[src/rtl/alu_defs.sv]
// Shared ALU definitions: divider FSM state encoding and default datapath width.
package alu_defs;

   localparam int DEF_WIDTH = 8;
   localparam int DEF_CNT_W = 4;

   // DIVZ is a one-cycle hold so a zero divisor reports done one edge after start.
   typedef enum logic [1:0] {
      IDLE = 2'd0,
      RUN  = 2'd1,
      DONE = 2'd2,
      DIVZ = 2'd3
   } state_t;

endpackage

[src/rtl/sub_step.sv]
// Combinational trial subtractor with borrow out; subtract counterpart of the ALU adder.
module sub_step #(
   parameter int W = 9
) (
   input  logic [W-1:0] minuend_i,
   input  logic [W-1:0] subtrahend_i,
   output logic [W-1:0] diff_o,
   output logic         borrow_o
);

   assign {borrow_o, diff_o} = {1'b0, minuend_i} - {1'b0, subtrahend_i};

endmodule

[src/rtl/seq_divider.sv]
// Iterative unsigned restoring divider: one quotient bit per clock, start/busy/done handshake.
module seq_divider
   import alu_defs::*;
#(
   parameter int WIDTH = DEF_WIDTH,
   parameter int CNT_W = DEF_CNT_W
) (
   input  logic             clk_i,
   input  logic             rst_ni,
   input  logic             start_i,
   input  logic [WIDTH-1:0] dividend_i,
   input  logic [WIDTH-1:0] divisor_i,
   output logic             busy_o,
   output logic             done_o,
   output logic [WIDTH-1:0] quotient_o,
   output logic [WIDTH-1:0] remainder_o,
   output logic             dz_o
);

   if (WIDTH < 2 || (1 << CNT_W) <= WIDTH) begin : g_bad_param
      $error("seq_divider: need WIDTH >= 2 and 2**CNT_W > WIDTH");
   end

   localparam logic [CNT_W-1:0] LAST = CNT_W'(WIDTH - 1);

   state_t             r_state;
   state_t             w_state_nxt;
   logic [WIDTH-1:0]   r_rem;
   logic [WIDTH-1:0]   r_quo;
   logic [WIDTH-1:0]   r_dvs;
   logic [CNT_W-1:0]   r_cnt;
   logic               r_dz;

   logic               w_accept;
   logic               w_busy;
   logic               w_done;
   logic [WIDTH:0]     w_shift;
   logic [WIDTH:0]     w_diff;
   logic               w_borrow;
   logic               w_unused;

   // r_quo doubles as the dividend shift register: dividend bits leave at the MSB
   // while quotient bits enter at the LSB.
   assign w_shift = {r_rem, r_quo[WIDTH-1]};

   sub_step #(.W(WIDTH + 1)) u_step (
      .minuend_i    (w_shift),
      .subtrahend_i ({1'b0, r_dvs}),
      .diff_o       (w_diff),
      .borrow_o     (w_borrow)
   );

   // A kept difference is below the divisor, so its top bit is always zero.
   assign w_unused = w_diff[WIDTH];

   always_ff @(posedge clk_i or negedge rst_ni) begin
      if (!rst_ni) r_state <= IDLE;
      else         r_state <= w_state_nxt;
   end

   always_comb begin
      w_state_nxt = r_state;
      w_accept    = 1'b0;
      w_busy      = 1'b0;
      w_done      = 1'b0;
      case (r_state)
         IDLE, DONE: begin
            w_done = (r_state == DONE);
            if (start_i) begin
               w_accept    = 1'b1;
               w_state_nxt = (divisor_i == '0) ? DIVZ : RUN;
            end
         end
         RUN: begin
            w_busy = 1'b1;
            if (r_cnt == LAST) w_state_nxt = DONE;
         end
         DIVZ:    w_state_nxt = DONE;
         default: w_state_nxt = IDLE;
      endcase
   end

   always_ff @(posedge clk_i or negedge rst_ni) begin
      if (!rst_ni) begin
         r_rem <= '0;
         r_quo <= '0;
         r_dvs <= '0;
         r_cnt <= '0;
         r_dz  <= 1'b0;
      end else if (w_accept) begin
         r_dvs <= divisor_i;
         r_cnt <= '0;
         r_dz  <= 1'b0;
         if (divisor_i == '0) begin
            r_quo <= '1;
            r_rem <= dividend_i;
         end else begin
            r_quo <= dividend_i;
            r_rem <= '0;
         end
      end else if (r_state == RUN) begin
         // Restore on borrow: keep the shifted value instead of the difference.
         r_rem <= w_borrow ? w_shift[WIDTH-1:0] : w_diff[WIDTH-1:0];
         r_quo <= {r_quo[WIDTH-2:0], ~w_borrow};
         r_cnt <= r_cnt + 1'b1;
      end else if (r_state == DIVZ) begin
         r_dz <= 1'b1;
      end
   end

   assign busy_o      = w_busy;
   assign done_o      = w_done;
   assign quotient_o  = r_quo;
   assign remainder_o = r_rem;
   assign dz_o        = r_dz;

endmodule
[config.mk]
export PLATFORM = sky130hd
export DESIGN_NAME = seq_divider
export DESIGN_NICKNAME = d
export VERILOG_FILES = /design/src/rtl/alu_defs.sv /design/src/rtl/sub_step.sv /design/src/rtl/seq_divider.sv
export SDC_FILE = /design/constraint.sdc
export NUM_CORES = 1
export LEC_CHECK = 0
export ABC_AREA = 0
export BUFFER_PORTS_ARGS = -buffer_cell sky130_fd_sc_hd__buf_2
export CAP_MARGIN = 25
export CORE_MARGIN = 4
export CORE_UTILIZATION = 54
export DETAILED_ROUTE_END_ITERATION = 16
export PLACE_DENSITY = 0.79
export SETUP_SLACK_MARGIN = 0.3
export SLEW_MARGIN = 20
export SYNTH_ARGS = -nofsm -noshare
export SYNTH_HDL_FRONTEND = slang
export SYNTH_SLANG_ARGS = --single-unit
[constraint.sdc]
create_clock -name clk_i -period 2.85 [get_ports clk_i]
set_clock_uncertainty 0.15 [all_clocks]
set_input_delay 0.57 -clock clk_i [delete_from_list [all_inputs] [get_ports clk_i]]
set_output_delay 0.57 -clock clk_i [all_outputs]
set_load 0.01 [all_outputs]
==> run metrics <==
placed cell count=270; Clock power frac=12.6%; maximum vdd ir drop=0.773 mV; htree depth=2; Post-Synthesis Cell Area=0.00177 mm2; Synthesis Warnings=0; Final Hold Vio Count=0; WHS=116 ps; Pint=1.65 mW; post-DP HPWL=2.98 mm; P_leak=1.01 nW; Netlist cell types=35; CTS buffer count=5; met1 Track Usage GR=26.4%; GR peak layer=met2; setup ws final=407 ps; Post-route DRC=0; Worst EP arrival=2540 ps; first-pass GRT wire length=6.81 mm; area of the multi-input gates=925 um2; Async SR Flop Fraction=100%; Sequential Area=777 um2; Max Slew Vio Count=0; diodes inserted=0; syn_nets=221; final setup fails=0; Placer Congestion=0.862; Most used DFF post-synth=dfrtp_1; most frequent cells in the layout=37 x buf_2, 30 x dfrtp_1, 27 x o21ai_0, 23 x nand2_1, 14 x nor2_1; Filler cells=265; clk sink count=31; Flop pwr share=28.1%; register area share after synthesis=43.8%; FF+latch count, synth=31; DRT Pass-1 Iters=4; number of I/O port buffers=37; Final TNS setup=0 ps; clk slew on worst S/H paths=100 ps; switching power=1.25 mW; synth-to-layout area growth=19.7%; fin cells=278; height of the die=65.2 um; Setup WS pre-CTS=281 ps; initial antenna violation count=0; wirelength, routed=4.05 mm; met2 GRT Util=34.4%; share of cells above drive strength 1=24.8%; Req. time, crit path=2950 ps; commonest non-fill, non-tap cell in the layout=buf_2; Tightest Hold Check Type=in -> async; Post-Syn Instances=192; I/O Pins=38; Clock Latency Late Sink=330 ps; post-route minimum period=2440 ps; vias in the first global route=1522; full die area=0.00426 mm2; final period utilization=85.7%; switch share=43.2%; Mapped Avg Cell Area=9.21 um2; standard-cell rows=20; Die Span X=65.2 um; CTS tree=built; Final nets=262; Setup CP Type=reg -> reg; Vias per Instance=5.63; Power, Total=2.90 mW; Longest Clk Path Bufs=2; Iter 0 DRT Violations=95; initial core utilization=57.0%; met3 Use GR=4.96%; CTS Root Cell=clkbuf_4; antenna-violating nets left=0; PD cells=1370 mW/mm2; GRT Total Usage=20.9%; CP endpoint kind=flip-flop; actual slew at the worst max-slew pin=694 ps; Crit Path Max Fanout=7; Post-synth EDFFs=0; Slew headroom=53.7%; largest net degree at the start of global routing=32; Comb pwr share=59.2%; DR WL/cell=14.6 um; RSZ-0062 raised after global routing=no; status=finished clean; FMAX=0.409 GHz; vias=1565; Worst Setup Start Kind=flip-flop; Congestion Overflow GR=0; Max Cap Viol=0; Core Area=0.00310 mm2
[synthesized netlist by cell type, types with 2 or more instances]
| master | count | area, um2 |
|---|---|---|
| dfrtp_1 | 31 | 776 |
| o21ai_0 | 27 | 135 |
| nand2_1 | 23 | 86.3 |
| nor2_1 | 14 | 52.6 |
| inv_1 | 12 | 45.0 |
| a21oi_1 | 11 | 55.1 |
| ha_1 | 9 | 113 |
| clkbuf_1 | 7 | 26.3 |
| mux2i_1 | 6 | 60.1 |
| a22oi_1 | 5 | 37.5 |
| o21a_1 | 5 | 37.5 |
| a211oi_1 | 4 | 30.0 |
| nor3_1 | 4 | 20.0 |
| xnor2_1 | 4 | 35.0 |
| nor2b_1 | 3 | 18.8 |
| a21o_1 | 2 | 15.0 |
| a32oi_1 | 2 | 17.5 |
| nand2b_1 | 2 | 12.5 |
| o21bai_1 | 2 | 15.0 |
| o22ai_1 | 2 | 12.5 |
| or4_1 | 2 | 15.0 |
| xor2_1 | 2 | 17.5 |
[area by class of cell]
type | instances | share of cell area (%)
Multi-Input combinational cell | 140 | 43.7
Sequential cell | 31 | 36.7
Timing Repair Buffer | 43 | 10.9
Tap cell | 44 | 2.60
Clock buffer | 6 | 2.42
Inverter | 12 | 2.13
Clock inverter | 2 | 1.65
[through the flow]
stage          instance area (um2)  util (%)
2_1_floorplan                 1770         -
3_3_place_gp                  2010      64.8
3_5_place_dp                  2010      64.8
4_1_cts                       2100      67.7
5_1_grt                       2120      68.3
6_report                      2120      68.3
[power by group through the flow]
stage	logic [mW]	registers, mW	clock network [mW]
2_1_floorplan	1.19	0.841	0
3_3_place_gp	1.61	0.815	0
3_5_place_dp	1.64	0.824	0
4_1_cts	1.67	0.814	0.367
5_1_grt	1.91	0.847	0.401
6_report	1.72	0.816	0.366
[worst max-delay path: stages (launching register included)]
cell and delay (ps):
dfrtp_2 450, ha_1 290, nor2b_1 140, o31a_2 330, a41oi_4 260, o21a_4 210
mux2_4 310, a211oi_2 210
[cell families after synthesis]
logic type	Yosys count	share of synthesized area (%)
XOR/XNOR	6	2.97
flip-flops	31	43.8
AO/OA/AOI/OAI	66	23.6
multiplexers	8	4.88
AND/OR/NAND/NOR	50	12.2
adder cells (fa/ha/maj)	10	7.50
buffers and inverters	21	4.95
[routing by layer]
metal | vias to the layer above | part of all wire [%]
met3 | 8 | 5.7
met4 | 0 | 1.8
met2 | 47 | 45
met1 | 744 | 48
met5 | - | 0
li1 | 766 | -
[registers in the layout, indices dropped and copies added, names as in the netlist]
name	cells
r_cnt	4
r_dvs	8
dz_o	1
quotient_o	8
remainder_o	8
r_state	2
[path summary, 6_finish.rpt]
check                           cells after the start  slack [ps]              to           start
worst max register to register                      7         410  remainder_o[0]  remainder_o[0]
max in group asynchronous                           1        1950  remainder_o[0]          rst_ni
worst max-delay path                                7         410  remainder_o[0]  remainder_o[0]
worst min register to register                      1         370        r_cnt[2]        r_cnt[2]
worst min-delay path                                1         120        r_dvs[2]          rst_ni
min in group clk_i                                  3         280        r_dvs[0]    divisor_i[0]
[timing repair]
item,4_1_cts,5_1_grt
gates resized for setup,1,3
endpoints found under the setup margin,4,4
hold endpoints to repair,0,0
setup buffers,0,0
pin swaps,0,0
hold buffers,0,0
Note: power is estimated with default switching activity, not from simulation.
